==> src/rtl/zrb_uart_tx_arbiter.sv <==
// zrb_uart_tx_arbiter: round-robin, packet-granular owner selection in front of
// a single zrb_uart_tx. The owner keeps the transmitter until it sends a byte
// flagged last, or until it stalls for IDLE_TIMEOUT cycles (0 = never revoke).
//
// Handshake: requester i holds req_valid[i], req_last[i] and its req_data byte
// stable until the cycle req_ack[i] pulses. A byte is taken only when the
// owner is valid and tx_ready is high; tx_start pulses for that one cycle.
// Non-owners are ignored and never acked.
module zrb_uart_tx_arbiter #(
    parameter int REQ_NUM      = 4,
    parameter int IDLE_TIMEOUT = 255
) (
    input  logic                       clk,
    input  logic                       reset_n,
    input  logic [REQ_NUM-1:0]         req_valid,
    input  logic [REQ_NUM-1:0]         req_last,
    input  logic [8*REQ_NUM-1:0]       req_data,
    output logic [REQ_NUM-1:0]         req_ack,
    output logic [REQ_NUM-1:0]         grant,
    output logic                       tx_start,
    output logic [7:0]                 tx_data,
    input  logic                       tx_ready,
    output logic                       timeout,
    output logic [2:0]                 dbg_state,
    output logic [$clog2(REQ_NUM)-1:0] dbg_ptr
);

    localparam int PW = $clog2(REQ_NUM);
    localparam int CW = (IDLE_TIMEOUT > 0) ? $clog2(IDLE_TIMEOUT + 1) : 1;

    typedef enum logic [2:0] {
        S_IDLE  = 3'd0,
        S_OWN   = 3'd1,
        S_SEND  = 3'd2,
        S_BUSY  = 3'd3,
        S_DRAIN = 3'd4
    } state_t;

    state_t               state_q, state_d;
    logic [REQ_NUM-1:0]   grant_q, grant_d;
    logic [REQ_NUM-1:0]   ack_q, ack_d;
    logic                 tx_start_q, tx_start_d;
    logic [7:0]           tx_data_q, tx_data_d;
    logic                 timeout_q, timeout_d;
    logic [PW-1:0]        ptr_q, ptr_d;
    logic [PW-1:0]        own_q, own_d;
    logic                 last_q, last_d;
    logic [CW-1:0]        cnt_q, cnt_d;

    logic                 scan_found;
    logic [PW-1:0]        scan_win;
    int                   scan_idx;
    logic                 own_valid;
    logic                 own_last;
    logic [7:0]           own_data;
    logic [PW-1:0]        next_own;
    logic                 stall_expire;

    assign own_valid    = req_valid[own_q];
    assign own_last     = req_last[own_q];
    assign own_data     = req_data[int'(own_q)*8 +: 8];
    assign next_own     = (int'(own_q) == REQ_NUM - 1) ? '0 : own_q + 1'b1;
    assign stall_expire = (IDLE_TIMEOUT != 0) && ((int'(cnt_q) + 1) >= IDLE_TIMEOUT);

    // Round-robin scan: first valid requester at or after ptr, wrapping.
    always_comb begin
        scan_found = 1'b0;
        scan_win   = '0;
        scan_idx   = 0;
        for (int i = 0; i < REQ_NUM; i++) begin
            scan_idx = int'(ptr_q) + i;
            if (scan_idx >= REQ_NUM) scan_idx = scan_idx - REQ_NUM;
            if (!scan_found && req_valid[scan_idx]) begin
                scan_found = 1'b1;
                scan_win   = scan_idx[PW-1:0];
            end
        end
    end

    // Next-state and registered-output logic of the ownership FSM.
    always_comb begin
        state_d    = state_q;
        grant_d    = grant_q;
        ack_d      = '0;
        tx_start_d = 1'b0;
        tx_data_d  = tx_data_q;
        timeout_d  = 1'b0;
        ptr_d      = ptr_q;
        own_d      = own_q;
        last_d     = last_q;
        cnt_d      = cnt_q;
        case (state_q)
            S_IDLE: begin
                if (scan_found) begin
                    grant_d           = '0;
                    grant_d[scan_win] = 1'b1;
                    own_d             = scan_win;
                    cnt_d             = '0;
                    state_d           = S_OWN;
                end
            end
            S_OWN: begin
                if (own_valid) begin
                    // A valid cycle always clears the stall count, even if the
                    // transmitter is not ready yet; valid also beats timeout.
                    cnt_d = '0;
                    if (tx_ready) begin
                        tx_start_d   = 1'b1;
                        tx_data_d    = own_data;
                        ack_d[own_q] = 1'b1;
                        last_d       = own_last;
                        state_d      = S_SEND;
                    end
                end else if (stall_expire) begin
                    grant_d   = '0;
                    timeout_d = 1'b1;
                    ptr_d     = next_own;
                    cnt_d     = '0;
                    state_d   = S_IDLE;
                end else if (cnt_q != {CW{1'b1}}) begin
                    cnt_d = cnt_q + 1'b1;
                end
            end
            S_SEND: begin
                // The transmitter samples start && ready at the end of this cycle.
                state_d = S_BUSY;
            end
            S_BUSY: begin
                if (!tx_ready) state_d = S_DRAIN;
            end
            S_DRAIN: begin
                if (tx_ready) begin
                    if (last_q) begin
                        grant_d = '0;
                        ptr_d   = next_own;
                        state_d = S_IDLE;
                    end else begin
                        state_d = S_OWN;
                    end
                end
            end
            default: begin
                grant_d = '0;
                state_d = S_IDLE;
            end
        endcase
    end

    // State and output registers, asynchronously cleared.
    always_ff @(posedge clk or negedge reset_n) begin
        if (!reset_n) begin
            state_q    <= S_IDLE;
            grant_q    <= '0;
            ack_q      <= '0;
            tx_start_q <= 1'b0;
            tx_data_q  <= 8'h00;
            timeout_q  <= 1'b0;
            ptr_q      <= '0;
            own_q      <= '0;
            last_q     <= 1'b0;
            cnt_q      <= '0;
        end else begin
            state_q    <= state_d;
            grant_q    <= grant_d;
            ack_q      <= ack_d;
            tx_start_q <= tx_start_d;
            tx_data_q  <= tx_data_d;
            timeout_q  <= timeout_d;
            ptr_q      <= ptr_d;
            own_q      <= own_d;
            last_q     <= last_d;
            cnt_q      <= cnt_d;
        end
    end

    assign req_ack   = ack_q;
    assign grant     = grant_q;
    assign tx_start  = tx_start_q;
    assign tx_data   = tx_data_q;
    assign timeout   = timeout_q;
    assign dbg_state = state_q;
    assign dbg_ptr   = ptr_q;

endmodule
==> config.mk <==
export PLATFORM = sky130hd
export DESIGN_NAME = zrb_uart_tx_arbiter
export DESIGN_NICKNAME = d
export VERILOG_FILES = /design/src/rtl/zrb_uart_tx_arbiter.sv
export SDC_FILE = /design/constraint.sdc
export NUM_CORES = 1
export LEC_CHECK = 0
export ABC_AREA = 1
export CAP_MARGIN = 15
export CORE_MARGIN = 3
export CORE_UTILIZATION = 47
export DETAILED_ROUTE_END_ITERATION = 8
export GPL_ROUTABILITY_DRIVEN = 0
export PLACE_DENSITY = 0.85
export SETUP_SLACK_MARGIN = 0.3
export SLEW_MARGIN = 20
export SYNTH_ARGS = -nofsm -noshare
export SYNTH_HDL_FRONTEND = slang
export SYNTH_SLANG_ARGS = --single-unit
==> constraint.sdc <==
create_clock -name clk -period 2.1 [get_ports clk]
set_input_delay 0.42 -clock clk [delete_from_list [all_inputs] [get_ports clk]]
set_output_delay 0.42 -clock clk [all_outputs]
set_load 0.02 [all_outputs]
After elaboration in Yosys (flattened, before gate mapping). Cells that the tools add are included.

Register bits after elaboration: 34. Bits in latches: 0. RAM bits: 0. Bits in read-only memories: 0. Input bits: 43. Output and inout port bits: 23. Word-level logic and storage cells: 134. Memories: 0.

Add/subtract/negate cells: 10. $mul: 0. Divide/modulo/power cells: 0. Magnitude comparators: 13. Equality and inequality tests: 15. Shift operators: 1. Mux-type cells: 66. Bitwise logic cells: 1. Reductions and logical operators: 18.

Operators by type and width (count): $lt A32 B4 Y1 const B (4); $mux W32 (4); $mux W4 (8); $mux W8 (4); $shiftx A32 B6 Y8 (1); $mux W1 (23); $mux W2 (9); $mux W3 (6); $pmux W4 S4 (1); $pmux W8 S2 (1); $pmux W3 S5 (1); $bmux W1 S2 (6); $ne A2 B2 Y1 const B (6); $sub A3 B3 Y4 const B (3); $reduce_and A5 Y1 (2); $add A8 B1 Y9 const B (1); $ge A3 B3 Y1 const B (3); $ge A9 B8 Y1 const B (1); $add A8 B1 Y8 const B (1); $ne A8 B8 Y1 const B (1); $add A2 B2 Y3 const B (2); $eq A3 B2 Y1 const B (2); $lt A2 B3 Y1 const B (2); $ne A3 B3 Y1 const B (2); other kinds (20) (30).

Depth between registers and ports, before layout. Gate-level depths: netlist (run 1).

Depth after elaboration: 21. Mapped depth: 13. Gate-level depth less buffers: 13.

Worst setup path after synthesis (run 1). OpenSTA, ideal clock, no wires.

Path kind: reg2reg. From: reg cnt_q[0]. To: reg ptr_q[1] (netlist: dbg_ptr[1]). Setup time: 118 ps. Arrival: 1529 ps. Required time: 1982 ps. Setup slack: 453 ps. Cell stages (with the launch flop): 13. Path buffers: 0. Clock period less this slack: 1647 ps. Path through: dfrtp_1 -> inv_1 -> ha_1 -> o21bai_1 -> nand3_1 -> nor2_1 -> nand3_1 -> nand2_1 -> nand2_1 -> nand2_1 -> nand2_1 -> nand2_1 -> nand2_1.

Word-level cells in the longest chain between the ends: 4.

Ends and longest elaborated chain: start, declared (line 48) `logic [CW-1:0] cnt_q, cnt_d;`; start signal, assigned (line 172) `cnt_q <= cnt_d;`; $add A8 B1 Y9 (line 63) `assign stall_expire = (IDLE_TIMEOUT != 0) && ((int'(cnt_q) + 1) >= IDLE_TIMEOUT);`; $ge A9 B8 Y1 (line 63); $ne A2 B2 Y1 (no source line); $reduce_and A5 Y1 (no source line); end signal, assigned (line 169) `ptr_q <= ptr_d;`; end, declared (line 45) `logic [PW-1:0] ptr_q, ptr_d;`.

No other way between the ends. A chain may end at the register's enable or synchronous reset.

Worst setup path after layout (run 1).
From: reg cnt_q[3]. To: reg cnt_q[7].

Word-level cells in the longest chain between the ends: 5. Elaborated cells between the ends (all ways): 10. Those cells by class: add/sub (2); order compare (1); eq/ne (2); mux (4); reduce/logical (1).

Ends and longest elaborated chain: $add A8 B1 Y9 / $add A8 B1 Y8 (equally long branches) (line 63, 121); $ge A9 B8 Y1 / $mux W8 (equally long branches) (line 63, 120); $mux W8 (line 114) `end else if (stall_expire) begin`; $mux W8 (line 103) `if (own_valid) begin`; $pmux W8 S2 (line 92) `case (state_q)`.

Several ways; a longest one is shown, not always the timed one. The select of a mux whose other input is x is not followed.

==> flow_summary.toml, run 1 <==
[min_path]
hp-class = "flip-flop to flip-flop"
worstHoldPathCells = 2

[power_and_ir_drop]
power_frac_clock_pct = 15.1
ir_drop_mv = 0.621
powerDensity_nw_per_um2 = 1260
power_frac_seq_pct = 25.2
power_switching_mw = 1.90
p_int_mw = 2.22
netSwitchingFraction_pct = 46.1
combinationalPowerShare_pct = 59.7
p_leak_nw = 1.53

[flow_run]
drv_cap = 0

[die]
die_y_um = 74.7
dieArea_um2 = 5570
start_util_pct = 49.9
rows = 24
core_area_um2 = 4440
die-width_um = 74.7
pin_count = 66

[cells_and_area]
final.fill_count = 338
register_area_um2 = 858
nNetsFinal = 446
drive_gt1_share_pct = 17.9
fin_area_um2 = 3270
final_util_pct = 73.6
num_antenna_cells = 0
multi_input_area_um2 = 1320
area_growth_pct = 47.7

[clock_tree]
clkTransAtPathRegs_ns = 0.07
cts_tree = "built"
insertion_delay_ns = 0.29
cts_made_buffers = 5
cts_root_buf = "clkbuf_8"
clock_path_buffers = 2
cts-htree-levels = 2
cts_hold_buffers = 0
clock-sinks = 34

[worst_setup_path]
worstSetupPathType = "flip-flop to flip-flop"
cp_slowest_cell = "dfrtp_1"
cp_max_fo = 5
rr_worst_depth = 9
cp_slowest_stage_delay_ns = 0.46
reg2reg_setup_slack_ns = 0.27
cp_data_required_time_ns = 2.30
crit_path_cell_trace = "nand2_1 -> inv_1 -> nand3_1 -> nand2_1 -> nor2_2 -> nand3_2 -> nand4_1 -> buf_4 -> o21ai_1"
cp_common_cell = "nand2_1"
endpoint_kind = "flip-flop"
cp-start-kind = "flip-flop"
worstPathArrival_ns = 2.03

[placed_design]
numPortBuffers = 65
dp_hpwl_mm = 4.23
placed_area_um2 = 2920
post-place-ws_ns = 0.00592

[global_routing]
grt_pass1_vias = 2300
grt_max_degree = 35
grt_use_met1_pct = 26.9
met2_usage_pct = 40.3
grtUsageTotal_pct = 22.7
grt_first_pass_wirelength_mm = 9.82
grt_overflow = 0
gr-usage-met3_pct = 6.01
top_usage_layer = "met2"
antenna_found_initial = 0

[logic_synthesis]
synth_area_leaders = "dfrtp_1 (38%), nand2_1 (12%), nor2_1 (11%), nand3_1 (5.2%), o21ai_0 (5.2%)"
synth_cells = 319
ys_warn_count = 0
synth_ff_type = "dfrtp_1"
syn_nets = 368
yosys.area.top_type = "dfrtp_1"
ys_seq_area_share_pct = 38.4
async_reset_ff_share_pct = 100
netlist.area_leader.share_pct = 38.4
syn_area_um2 = 2220
avgSynthCellArea_um2 = 6.95
ys_types = 31
synth_seq_cells = 34
synth-edff-count = 0

[timing]
max-slew-margin-rel_pct = 58.4
final.setup_skew_ns = 0.00420
fin_crit_sh_pct = 87.0
fin_crit_ns = 1.83
drv_slew = 0
setup_violations = 0
timing.final.ws_setup_ns = 0.273
grt_setup_unrepaired = "yes"
max_freq_ghz = 0.547
final-hold-violation-count = 0
tns_ns = 0
worst_slew_pin_slew_ns = 0.620

[drt]
firstDrtPassIters = 5
wl_mm = 6.34
drtAntennaViolNets = 0
drcViolationCount = 0
vias_per_cell = 5.43
drtIter0Drc = 291
vias = 2436
wl_per_cell_um = 14.1

[run_status]
outcome = "finished clean"
==> flip-flops by register name, indices dropped and copies added (netlist names) <==
register	count
dbg_ptr	2
dbg_state	3
cnt_q	8
tx_start	1
timeout	1
req_ack	4
grant	4
own_q	2
tx_data	8
last_q	1
==> kinds of logic (layout without fill, tap and decap cells) <==
logic type | after synthesis | in the layout | synth area share [%]
xor+xnor | 3 | 3 | 1.19
mux | 1 | 1 | 0.452
flops | 34 | 34 | 38.4
compound gates | 54 | 54 | 13.4
buf+inv | 43 | 121 | 8.41
fa+ha+maj | 6 | 6 | 3.39
simple gates | 178 | 178 | 34.7
==> final cells by class <==
class                      instances  share of cell area, %
tap                               52                   1.99
multi-input combinational        242                   40.2
clock inverter                     1                  0.917
clock buffer                       6                   2.52
timing repair buffer              82                   24.5
sequential                        34                   26.2
inverter                          32                   3.67
==> stage by stage <==
stage	instances	power (mW)	hold slack (ns)
after CTS	442	3.88	0.476
after global placement	432	3.15	0.460
after global routing	449	4.45	0.504
final	449	4.12	0.470
after detailed placement	432	3.22	0.458
after floorplan	319	2.53	0.124
==> cells in the mapped netlist, types with 2 or more instances <==
master    instances
o21ai_1          14
nand3_2           3
inv_2             5
nand2_1          73
inv_1            27
buf_2             2
a31oi_1          10
o21bai_1          4
nand2_2           6
nand4_1           3
nor2_1           64
dfrtp_1          34
xor2_1            2
nand3_1          23
o21ai_0          23
clkbuf_1          6
ha_1              6
==> power groups by stage <==
| stage | clock network, mW | logic [mW] | registers, mW |
|---|---|---|---|
| after floorplan | 0 | 1.34 | 1.19 |
| after global placement | 0 | 2.10 | 1.05 |
| after detailed placement | 0 | 2.16 | 1.06 |
| after CTS | 0.628 | 2.21 | 1.04 |
| after global routing | 0.653 | 2.73 | 1.06 |
| final | 0.621 | 2.46 | 1.04 |
==> cell usage in the layout (no fill, tap or decap), drive strengths merged, types with 2 or more instances in the layout <==
cell / netlist / routed
o21bai: 4 / 4
a31oi: 10 / 10
nand2: 80 / 80
inv: 32 / 32
nor2: 66 / 66
ha: 6 / 6
nand4: 4 / 4
o21ai: 38 / 38
dlygate4sd2: 0 / 4
nand3: 26 / 26
clkdlybuf4s50: 0 / 58
clkbuf: 6 / 7
dfrtp: 34 / 34
dlymetal6s2s: 0 / 3
buf: 5 / 16
xor2: 2 / 2
==> final timing paths <==
check | from | to
worst min-delay path | grant[2]$_DFFE_PN0P_ | grant[2]$_DFFE_PN0P_
worst max register to register | cnt_q[3]$_DFFE_PN0P_ | cnt_q[7]$_DFFE_PN0P_
min in group asynchronous | reset_n | grant[3]$_DFFE_PN0P_
max in group asynchronous | reset_n | dbg_ptr[0]$_DFFE_PN0P_
worst min register to register | grant[2]$_DFFE_PN0P_ | grant[2]$_DFFE_PN0P_
worst max-delay path | cnt_q[3]$_DFFE_PN0P_ | cnt_q[7]$_DFFE_PN0P_
==> worst max-delay path: cells and delay by family, from the launching register on <==
family / cells / cell delay [ns]
AND/OR/NAND/NOR: 6 / 0.77
AO/OA/AOI/OAI: 1 / 0.14
flip-flops: 1 / 0.46
buffers and inverters: 2 / 0.38
==> metal layers <==
metal	up-vias	wire (µm)
li1	1183	-
met1	1128	2720
met2	113	3140
met3	12	409
met4	0	64
met5	-	0
==> repair_timing <==
action	in CTS	in global routing
gates cloned	0	1
pin swaps	1	16
endpoints found under the setup margin	18	33
setup buffers	3	6
gates resized for setup	10	39
Power figures use the tool's default switching activity.
==> run 2: changes to the inputs <==
Settings changed: GPL_TIMING_DRIVEN from default to 1.
==> results of run 2 <==
Final layout, timing and power as in run 1 (identical DEF).
==> run 3: changes to the inputs <==
Settings changed: CORE_UTILIZATION 47 to 51, PLACE_DENSITY 0.85 to 0.91.
Clock period 2.1 ns to 2.3 ns, I/O delays scaled along.
==> run 3 against run 2 <==
Via count down 1.2%. Wire length fell by 6.7%. Clock skew increased by 0.0072 ns. Core utilization grew 1.7 points. Register-to-register slack improved by 0.13 ns. Combinational power shrank 14%. Setup slack better by 0.11 ns. Die area shrank 7.2%. Sequential share of layout area is 1.5 points higher. Critical endpoint is now dbg_ptr[1].
==> flow_summary.toml, run 3 (synthesis gave the netlist of run 1 again) <==
[drt]
drcViolationCount = 0
vias = 2406
wl_mm = 5.91
firstDrtPassIters = 5
wl_per_cell_um = 13.3
drtIter0Drc = 211
drtAntennaViolNets = 0
vias_per_cell = 5.41

[worst_setup_path]
crit_buf_inv = 1
crit_family = "buffers and inverters"
cp_max_fo = 7
cp-start-kind = "flip-flop"
cp_slowest_cell = "clkdlybuf4s50_1"
endpoint_kind = "primary output"
worstPathArrival_ns = 1.46
worstSetupPathType = "flip-flop to primary output"
cp_slowest_stage_delay_ns = 0.66
crit_path_cell_trace = "clkdlybuf4s50_1"
cp_data_required_time_ns = 1.84

[timing]
setup_violations = 0
max_freq_ghz = 0.520
drv_slew = 0
final.setup_skew_ns = 0.0114
grt_setup_unrepaired = "yes"
max-slew-margin-rel_pct = 64.4
worst_slew_pin_slew_ns = 0.530
tns_ns = 0
fin_crit_sh_pct = 83.6
final-hold-violation-count = 0
fin_crit_ns = 1.92

[clock_tree]
cts_root_buf = "clkbuf_8"
cts_made_buffers = 5
clock_path_buffers = 2
cts_hold_buffers = 0
clock-sinks = 34
insertion_delay_ns = 0.29
clkTransAtPathRegs_ns = 0.07
cts-htree-levels = 2
cts_tree = "built"

[flow_run]
drv_cap = 0

[cells_and_area]
final_cell_mix = "nand2_1 (72), clkdlybuf4s50_1 (65), nor2_1 (63), dfrtp_1 (31), inv_1 (27)"
area_growth_pct = 39.0
drive_gt1_share_pct = 11.6
nNetsFinal = 443
num_antenna_cells = 0
final_common_cell = "nand2_1"
stdcell_count = 445

[global_routing]
antenna_found_initial = 0
grt_overflow = 0
grt_pass1_vias = 2183
grtUsageTotal_pct = 22.6
grt_max_degree = 35
grt_first_pass_wirelength_mm = 9.34

[die]
die-width_um = 71.9
dieArea_um2 = 5170
die_y_um = 71.9
start_util_pct = 54.2
pin_count = 66
core_area_um2 = 4090
rows = 23

[power_and_ir_drop]
powerDensity_nw_per_um2 = 1140
ir_drop_mv = 0.515
p_leak_nw = 1.44

[placed_design]
placed_cells = 428
numPortBuffers = 65
dp_hpwl_mm = 4.16

[run_status]
outcome = "finished clean"

[min_path]
hp-class = "flip-flop to flip-flop"
## run 3: stage by stage
step                      cell area [µm²]  worst slack [ns]  power, mW  hold WS [ns]  util (%)
after floorplan                      2220             0.653       2.31         0.164         -
final                                3080             0.378       3.51         0.480      75.4
after CTS                            3010             0.333       3.41         0.486      73.6
after global routing                 3080             0.287       3.78         0.515      75.4
after detailed placement             2900            0.0895       2.92         0.471      71.0
after global placement               2900             0.235       2.85         0.459      71.0
## run 3: worst paths after layout
kind	from	end	slack, ns	depth (start not counted)
hold / removal	grant[0]$_DFFE_PN0P_	grant[0]$_DFFE_PN0P_	0.48	2
max in group asynchronous	reset_n	dbg_ptr[0]$_DFFE_PN0P_	1.39	2
setup / recovery	dbg_ptr[1]$_DFFE_PN0P_	dbg_ptr[1]	0.38	1
hold reg to reg	grant[0]$_DFFE_PN0P_	grant[0]$_DFFE_PN0P_	0.48	2
setup reg to reg	cnt_q[0]$_DFFE_PN0P_	grant[0]$_DFFE_PN0P_	0.40	11
min in group asynchronous	reset_n	dbg_state[2]$_DFFE_PN0P_	0.58	2
## run 3: layout make-up
type,instances,area [µm²]
clock buffer,7,86.3
clock inverter,1,5.00
fill,305,1010
inverter,32,120
multi-input combinational,242,1200
sequential,34,855
tap,50,62.6
timing repair buffer,79,756
## run 3: repair_timing
| action | 4_1_cts | 5_1_grt |
|---|---|---|
| gates resized for setup | 1 | 6 |
| buffers inserted | 2 | 7 |
| pin swaps | 0 | 4 |
| setup endpoints to repair | 4 | 16 |
## run 3: where the power goes
group          total [mW]  internal [mW]  switching (mW)  leakage [nW]
combinational        2.12          0.844            1.28         0.962
clock               0.457          0.241           0.215        0.0482
sequential          0.930          0.779           0.150         0.432
total                3.51           1.87            1.64          1.44
## run 3: routing by layer
metal	GRT usage [%]	wire length, µm
met5	0	0
met2	37.2	2830
met1	27.3	2360
met3	8.59	587
met4	7.52	136
